File: src/rtl/lsu_dmem_master_pkg.sv
// Shared definitions for the load/store unit: funct3 codes, FSM states,
// debug view and the alignment/legality helpers used at request accept.
package lsu_pkg;

    // RV32I funct3 width/sign codes (loads and stores share 000/001/010)
    localparam logic [2:0] F3_B  = 3'b000;  // LB / SB
    localparam logic [2:0] F3_H  = 3'b001;  // LH / SH
    localparam logic [2:0] F3_W  = 3'b010;  // LW / SW
    localparam logic [2:0] F3_BU = 3'b100;  // LBU
    localparam logic [2:0] F3_HU = 3'b101;  // LHU

    typedef enum logic [2:0] {
        ST_IDLE     = 3'd0,
        ST_READ     = 3'd1,
        ST_RMW_READ = 3'd2,
        ST_WRITE    = 3'd3,
        ST_RESP     = 3'd4
    } lsu_state_e;

    // Debug view: FSM state plus a flag for addresses whose upper bits the
    // memory ignores (the access aliases onto a lower word).
    typedef struct packed {
        lsu_state_e state;
        logic       addr_alias;
    } lsu_dbg_t;

    // Halfwords need addr[0]=0, words need addr[1:0]=0; bytes never misalign.
    function automatic logic is_misaligned(input logic [2:0] funct3,
                                           input logic [1:0] addr_lo);
        logic mis;
        mis = 1'b0;
        case (funct3)
            F3_H, F3_HU: mis = addr_lo[0];
            F3_W:        mis = (addr_lo != 2'b00);
            default:     mis = 1'b0;
        endcase
        return mis;
    endfunction

    // Loads accept B/H/W/BU/HU; stores have no unsigned forms.
    function automatic logic is_illegal(input logic [2:0] funct3,
                                        input logic       write);
        logic ill;
        ill = 1'b1;
        case (funct3)
            F3_B, F3_H, F3_W: ill = 1'b0;
            F3_BU, F3_HU:     ill = write;
            default:          ill = 1'b1;
        endcase
        return ill;
    endfunction

endpackage

File: src/rtl/lsu_dmem_master_if.sv
// Bus bundle between the pipeline/memory environment and the load/store unit.
//
// Handshake rules: a request transfers on a rising edge where req_valid and
// req_ready are both 1; a response transfers on an edge where resp_valid and
// resp_ready are both 1. While valid is high and ready is low, the payload
// (req_* from the pipeline, resp_rdata/resp_err from the unit) is held stable.
// Memory side: out_mem_read qualifies a combinational read of in_mem_rdata at
// word index out_mem_addr; out_mem_write is a single-cycle write strobe.
interface lsu_dmem_master_if #(
    parameter int ADDR_W = 32
);
    logic              req_valid;
    logic              req_ready;
    logic              req_write;
    logic [2:0]        req_funct3;
    logic [ADDR_W-1:0] req_addr;
    logic [31:0]       req_wdata;

    logic              resp_valid;
    logic              resp_ready;
    logic [31:0]       resp_rdata;
    logic              resp_err;

    logic [31:0]       out_mem_addr;
    logic [31:0]       out_mem_data;
    logic              out_mem_write;
    logic              out_mem_read;
    logic [31:0]       in_mem_rdata;

    // The load/store unit
    modport master (
        input  req_valid, req_write, req_funct3, req_addr, req_wdata,
        output req_ready,
        output resp_valid, resp_rdata, resp_err,
        input  resp_ready,
        output out_mem_addr, out_mem_data, out_mem_write, out_mem_read,
        input  in_mem_rdata
    );

    // The pipeline and data memory around it
    modport slave (
        output req_valid, req_write, req_funct3, req_addr, req_wdata,
        input  req_ready,
        input  resp_valid, resp_rdata, resp_err,
        output resp_ready,
        input  out_mem_addr, out_mem_data, out_mem_write, out_mem_read,
        output in_mem_rdata
    );
endinterface

File: src/rtl/lsu_dmem_master_load_align.sv
// Load data alignment: picks the addressed byte/halfword out of a memory word
// and sign- or zero-extends it according to funct3.
module lsu_load_align
    import lsu_pkg::*;
(
    input  logic [31:0] word,
    input  logic [1:0]  addr_lo,
    input  logic [2:0]  funct3,
    output logic [31:0] data
);

    logic [7:0]  lane_b;
    logic [15:0] lane_h;

    // Lane selection: byte lane k is bits [8k+7:8k], halfword by addr[1]
    always_comb begin
        lane_b = word[7:0];
        case (addr_lo)
            2'd1:    lane_b = word[15:8];
            2'd2:    lane_b = word[23:16];
            2'd3:    lane_b = word[31:24];
            default: lane_b = word[7:0];
        endcase
        lane_h = addr_lo[1] ? word[31:16] : word[15:0];
    end

    // Extension by access type; illegal codes yield zero (never reached)
    always_comb begin
        data = '0;
        case (funct3)
            F3_B:    data = {{24{lane_b[7]}}, lane_b};
            F3_BU:   data = {24'b0, lane_b};
            F3_H:    data = {{16{lane_h[15]}}, lane_h};
            F3_HU:   data = {16'b0, lane_h};
            F3_W:    data = word;
            default: data = '0;
        endcase
    end

endmodule

File: src/rtl/lsu_dmem_master.sv
// MEM-stage load/store unit driving a word-organised data memory. One
// transaction at a time: loads read one word, SW writes one word, SB/SH do a
// read-modify-write; misaligned or illegal requests answer with an error and
// never touch memory.
module lsu_dmem_master
    import lsu_pkg::*;
#(
    parameter int ADDR_W    = 32,
    parameter int MEM_IDX_W = 10
) (
    input  logic              clk,
    input  logic              reset,
    lsu_dmem_master_if.master bus,
    output lsu_dbg_t          dbg
);

    lsu_state_e        state_q,  state_d;
    logic [ADDR_W-1:0] addr_q,   addr_d;
    logic [2:0]        funct3_q, funct3_d;
    logic              write_q,  write_d;
    logic [31:0]       wdata_q,  wdata_d;
    logic [31:0]       word_q,   word_d;
    logic [31:0]       rdata_q,  rdata_d;
    logic              err_q,    err_d;

    logic        req_err;
    logic [31:0] load_data;
    logic [31:0] store_data;
    logic [31:0] word_idx;

    assign word_idx = 32'(addr_q >> 2);
    assign req_err  = is_misaligned(bus.req_funct3, bus.req_addr[1:0])
                    | is_illegal(bus.req_funct3, bus.req_write);

    lsu_load_align u_load_align (
        .word    (bus.in_mem_rdata),
        .addr_lo (addr_q[1:0]),
        .funct3  (funct3_q),
        .data    (load_data)
    );

    // Store merge: SW replaces the word, SB/SH patch lanes of the read word
    always_comb begin
        store_data = word_q;
        case (funct3_q)
            F3_W: store_data = wdata_q;
            F3_H: begin
                if (addr_q[1]) store_data[31:16] = wdata_q[15:0];
                else           store_data[15:0]  = wdata_q[15:0];
            end
            F3_B: begin
                case (addr_q[1:0])
                    2'd0:    store_data[7:0]   = wdata_q[7:0];
                    2'd1:    store_data[15:8]  = wdata_q[7:0];
                    2'd2:    store_data[23:16] = wdata_q[7:0];
                    default: store_data[31:24] = wdata_q[7:0];
                endcase
            end
            default: store_data = word_q;
        endcase
    end

    // Next-state and latched-register updates
    always_comb begin
        state_d  = state_q;
        addr_d   = addr_q;
        funct3_d = funct3_q;
        write_d  = write_q;
        wdata_d  = wdata_q;
        word_d   = word_q;
        rdata_d  = rdata_q;
        err_d    = err_q;
        case (state_q)
            ST_IDLE: begin
                if (bus.req_valid) begin
                    addr_d   = bus.req_addr;
                    funct3_d = bus.req_funct3;
                    write_d  = bus.req_write;
                    wdata_d  = bus.req_wdata;
                    word_d   = '0;
                    rdata_d  = '0;
                    err_d    = req_err;
                    if (req_err)                     state_d = ST_RESP;
                    else if (!bus.req_write)         state_d = ST_READ;
                    else if (bus.req_funct3 == F3_W) state_d = ST_WRITE;
                    else                             state_d = ST_RMW_READ;
                end
            end
            ST_READ: begin
                rdata_d = load_data;
                state_d = ST_RESP;
            end
            ST_RMW_READ: begin
                word_d  = bus.in_mem_rdata;
                state_d = ST_WRITE;
            end
            ST_WRITE: state_d = ST_RESP;
            ST_RESP: begin
                if (bus.resp_ready) state_d = ST_IDLE;
            end
            default: state_d = ST_IDLE;
        endcase
    end

    // State and latched registers, synchronous active-high reset
    always_ff @(posedge clk) begin
        if (reset) begin
            state_q  <= ST_IDLE;
            addr_q   <= '0;
            funct3_q <= '0;
            write_q  <= 1'b0;
            wdata_q  <= '0;
            word_q   <= '0;
            rdata_q  <= '0;
            err_q    <= 1'b0;
        end else begin
            state_q  <= state_d;
            addr_q   <= addr_d;
            funct3_q <= funct3_d;
            write_q  <= write_d;
            wdata_q  <= wdata_d;
            word_q   <= word_d;
            rdata_q  <= rdata_d;
            err_q    <= err_d;
        end
    end

    // Bus outputs decoded from state; write strobe is killed by reset
    always_comb begin
        bus.req_ready     = (state_q == ST_IDLE);
        bus.resp_valid    = (state_q == ST_RESP);
        bus.resp_rdata    = rdata_q;
        bus.resp_err      = err_q;
        bus.out_mem_addr  = '0;
        bus.out_mem_data  = '0;
        bus.out_mem_read  = 1'b0;
        bus.out_mem_write = 1'b0;
        case (state_q)
            ST_READ, ST_RMW_READ: begin
                bus.out_mem_addr = word_idx;
                bus.out_mem_read = 1'b1;
            end
            ST_WRITE: begin
                bus.out_mem_addr  = word_idx;
                bus.out_mem_data  = store_data;
                bus.out_mem_write = !reset;
            end
            default: ;
        endcase
    end

    // Debug view; write_q only steers the FSM so it is shown via state
    always_comb begin
        dbg.state      = state_q;
        dbg.addr_alias = |(addr_q >> (MEM_IDX_W + 2)) & (write_q | !write_q);
    end

endmodule

File: src/flat_wrapper.sv
// flat-port wrapper written by rule: the top's interface ports become plain ports
module lsu_dmem_master_flat import lsu_pkg::*;
#(
    parameter int ADDR_W    = 32,
    parameter int MEM_IDX_W = 10
)
  (clk, reset, dbg, bus_req_valid, bus_req_write, bus_req_funct3, bus_req_addr, bus_req_wdata, bus_req_ready, bus_resp_valid, bus_resp_rdata, bus_resp_err, bus_resp_ready, bus_out_mem_addr, bus_out_mem_data, bus_out_mem_write, bus_out_mem_read, bus_in_mem_rdata);
  lsu_dmem_master_if #(.ADDR_W(ADDR_W)) bus_i ();
  input  logic clk;
  input  logic reset;
  output lsu_dbg_t dbg;
  input wire logic [$bits(bus_i.req_valid)-1:0] bus_req_valid;
  input wire logic [$bits(bus_i.req_write)-1:0] bus_req_write;
  input wire logic [$bits(bus_i.req_funct3)-1:0] bus_req_funct3;
  input wire logic [$bits(bus_i.req_addr)-1:0] bus_req_addr;
  input wire logic [$bits(bus_i.req_wdata)-1:0] bus_req_wdata;
  output wire logic [$bits(bus_i.req_ready)-1:0] bus_req_ready;
  output wire logic [$bits(bus_i.resp_valid)-1:0] bus_resp_valid;
  output wire logic [$bits(bus_i.resp_rdata)-1:0] bus_resp_rdata;
  output wire logic [$bits(bus_i.resp_err)-1:0] bus_resp_err;
  input wire logic [$bits(bus_i.resp_ready)-1:0] bus_resp_ready;
  output wire logic [$bits(bus_i.out_mem_addr)-1:0] bus_out_mem_addr;
  output wire logic [$bits(bus_i.out_mem_data)-1:0] bus_out_mem_data;
  output wire logic [$bits(bus_i.out_mem_write)-1:0] bus_out_mem_write;
  output wire logic [$bits(bus_i.out_mem_read)-1:0] bus_out_mem_read;
  input wire logic [$bits(bus_i.in_mem_rdata)-1:0] bus_in_mem_rdata;
  assign bus_i.req_valid = bus_req_valid;
  assign bus_i.req_write = bus_req_write;
  assign bus_i.req_funct3 = bus_req_funct3;
  assign bus_i.req_addr = bus_req_addr;
  assign bus_i.req_wdata = bus_req_wdata;
  assign bus_req_ready = bus_i.req_ready;
  assign bus_resp_valid = bus_i.resp_valid;
  assign bus_resp_rdata = bus_i.resp_rdata;
  assign bus_resp_err = bus_i.resp_err;
  assign bus_i.resp_ready = bus_resp_ready;
  assign bus_out_mem_addr = bus_i.out_mem_addr;
  assign bus_out_mem_data = bus_i.out_mem_data;
  assign bus_out_mem_write = bus_i.out_mem_write;
  assign bus_out_mem_read = bus_i.out_mem_read;
  assign bus_i.in_mem_rdata = bus_in_mem_rdata;
  lsu_dmem_master #(.ADDR_W(ADDR_W), .MEM_IDX_W(MEM_IDX_W)) u_core (.clk(clk), .reset(reset), .bus(bus_i), .dbg(dbg));
endmodule
File: config.mk
export PLATFORM = sky130hd
export DESIGN_NAME = lsu_dmem_master_flat
export DESIGN_NICKNAME = d
export VERILOG_FILES = /design/src/rtl/lsu_dmem_master_pkg.sv /design/src/rtl/lsu_dmem_master_if.sv /design/src/rtl/lsu_dmem_master_load_align.sv /design/src/rtl/lsu_dmem_master.sv /design/src/flat_wrapper.sv
export SDC_FILE = /design/constraint.sdc
export NUM_CORES = 1
export LEC_CHECK = 0
export BUFFER_PORTS_ARGS = -buffer_cell sky130_fd_sc_hd__buf_4
export CORE_ASPECT_RATIO = 2
export CORE_MARGIN = 2
export CORE_UTILIZATION = 29
export CTS_BUF_LIST = sky130_fd_sc_hd__clkbuf_8
export DETAILED_ROUTE_END_ITERATION = 6
export MAX_ROUTING_LAYER = met4
export SETUP_SLACK_MARGIN = 0.5
export SYNTH_ARGS = -nofsm -noshare
export SYNTH_HDL_FRONTEND = slang
export SYNTH_SLANG_ARGS = --single-unit
File: constraint.sdc
create_clock -name clk -period 5.8 [get_ports clk]
set_clock_uncertainty 0.15 [all_clocks]
set_input_delay 1.74 -clock clk [delete_from_list [all_inputs] [get_ports clk]]
set_output_delay 1.74 -clock clk [all_outputs]
set_load 0.005 [all_outputs]
==> results.md <==
- Initial drt markers: around 410
- Post-DP HPWL: roughly 18 mm
- Slew @ Worst Pin: between 1000 and 1500 ps
- GR Util met1: 0.224
- Leak Pwr: roughly 3.5 nW
- Synth area leaders: dfxtp_1 41%, nand2_1 8.8%, a21oi_1 7.5%
- Max cap viols: 0
- FFs w/ async S/R, synth: 0
- CTS H-tree depth: 4
- P per Cell Area: about 260 nW/um2
- Setup crit end kind: output pin
- Via count: roughly 6.3k
- Largest net degree at the start of global routing: 95
- Inserted Diodes: 0
- Cell total after placement: 1175
- Post-synth EDFFs: 0
- Num rows: slightly below 80
- CTS Buf Count: 17
- Congestion Overflow GR: 0
- CP Max Fanout: 20
- Area Overhead vs Synth: 30.9%
- Sequential area share after synthesis: 0.412
- Die Y: 217 um
- First-pass GRT wire length: 37.1 mm
- Mapped cell area: between 6000 and 7000 um2
- Placed Area: roughly 8200 um2
- Synth unique cells: 56
- Clock Pin Slew Worst Setup and Hold Paths: around 80 ps
- Fin crit share: 0.831
- Worst endpoint data arrival time: approximately 2900 ps
- Final Power: 2.26 mW
- Post-synth top cells: 154 x nand2_1, 135 x dfxtp_1, 98 x a21oi_1
- Post-Layout Cell Count: approximately 1.2k
- Crit Path Class: flop to output pin
- Die X: about 110 um
- Grt met3 use: 0.0368
- PostCTS Resize Cnt: 0
- R2R setup slack: 3050 ps
- Post-Layout Inst Area: about 8600 um2
- Setup TNS: 0 ps
- Main synth FF type: dfxtp_1
- IO Count: roughly 210
- Startpoint types: flop
- Via density per instance: approximately 5.2
- Post-Route WL: around 24 mm
- Setup violators final: 0
- Clock period minus worst slack: just under 5000 ps
- Unrepaired setup endpoints after global routing: no
- Worst EP required: about 4000 ps
- Clock Sinks: roughly 140
- Top cell type's share of synthesized area: 0.412
- Fin nets: between 1k and 1.5k
- Root Driver: clkbuf_8
- Initial Util: 0.296
- Worst vdd ir: approximately 180 uV
- Wire per inst: around 20 um
- Pre-Repair DR Iteration Count: 5
- Max Fclk: approximately 0.21 GHz
- Port Buffers: about 200
- Initial antenna violation count: 0
- Area leader, netlist: dfxtp_1
- Final Slew Violations: 0
- Core area: 22200 um2
- Syn Area/Cell: roughly 8.8 um2
- Max-slew headroom: 0.256
- Synth warn: 0
- Clk Latency, worst-skew pair: 460 ps
- CTS max path bufs: 2
- Count leader, synth: nand2_1
- Worst hold path class: flop to flop
- Post-route ant nets: 0
- Status: completed
- Vias in the first global route: between 6k and 7k
- DRC errors left: 0
- Final weighted congestion in routability-driven placement: 0.876
- Post-Syn Instances: around 750
- CTS tree: built
- Hold buffer count at CTS: 0
- Layout cells sized above 1: 0.335
- Gr usage total: 0.215
- Most Crowded Layer GR: met2
- Final hold vios: 0
- Die footprint: 23900 um2
- Met2 usage: 0.375
- Register bit total from synthesis: about 140
- Post-CTS setup buffer count: 0
[area by class of cell]
cell class | instances | area, um2
clock inverter | 15 | 203
timing repair buffer | 215 | 1610
inverter | 5 | 18.8
sequential | 135 | 2700
multi-input combinational | 544 | 3480
clock buffer | 17 | 234
fill | 2321 | 13600
tap | 276 | 345
[state kept, by name, indices dropped and copies added, names as in the netlist]
register and count:
u_core.funct3_q 3, u_core.addr_q 32, u_core.word_q 32, u_core.bus.resp_err 1
u_core.wdata_q 32, u_core.bus.resp_rdata 32, u_core.state_q 3
[report_power, final]
| group | leakage, nW | switching [mW] | internal [mW] |
|---|---|---|---|
| sequential | 1.10 | 0.0574 | 0.973 |
| combinational | 2.14 | 0.206 | 0.152 |
| clock | 0.210 | 0.404 | 0.470 |
[cells by family after synthesis]
kind of cell | after synthesis | synth area share
simple gates | 290 | 0.218
compound gates | 231 | 0.262
flops | 135 | 0.412
buf+inv | 68 | 0.0599
mux | 20 | 0.0467
xor+xnor | 1 | 0.00133
other cells | 1 | 0.000571
[stage by stage]
stage          setup WS (ps)   util  hold slack [ps]
2_1_floorplan           1560      -              282
3_3_place_gp            1560  0.368              288
3_5_place_dp            1530  0.368              292
4_1_cts                 1010  0.388              305
5_1_grt                  705  0.388              332
6_report                 983  0.388              301
[worst paths after layout]
path / from / endpoint / cells after the start
min: u_core.addr_q[10] / u_core.addr_q[10] / 2
max reg2reg: u_core.funct3_q[1] / u_core.bus.resp_rdata[9] / 5
max: u_core.addr_q[1] / bus_out_mem_data[16] / 5
min reg2reg: u_core.addr_q[10] / u_core.addr_q[10] / 2
[routing by layer]
metal / routed length, um / share of wire
met2: 13300 / 0.55
met3: 1090 / 0.044
met4: 1280 / 0.052
met1: 8760 / 0.36
met5: 0 / 0
[layout by cell type, fill, tap and decap left out, types with 3 or more instances in the layout]
master      Yosys  layout
buf_4           6     215
nand2_1       154     154
dfxtp_1       135     135
a21oi_1        98      98
nor2_1         43      43
and2_1         38      38
a22oi_2        30      30
a221o_1        25      25
nand3_1        19      18
a222oi_1       17      17
o21ai_0        17      17
clkbuf_8        0      17
mux2_2         11      11
a22oi_1         9       9
o2bb2ai_1       8       8
a211o_1         7       7
mux4_2          7       7
a211oi_1        7       7
nor2b_1         5       5
nor4_1          5       5
inv_1           3       4
bufinv_16       0       4
clkinvlp_4      0       4
nor3_1          3       3
clkinv_4        0       3
[worst max-delay path, stage by stage (launching register included)]
cell       delay (ps)
dfxtp_1           800
inv_2             260
nor4_2            790
a22oi_1           150
o2bb2ai_1         290
buf_4             170
(Power assumes the default switching activity.)
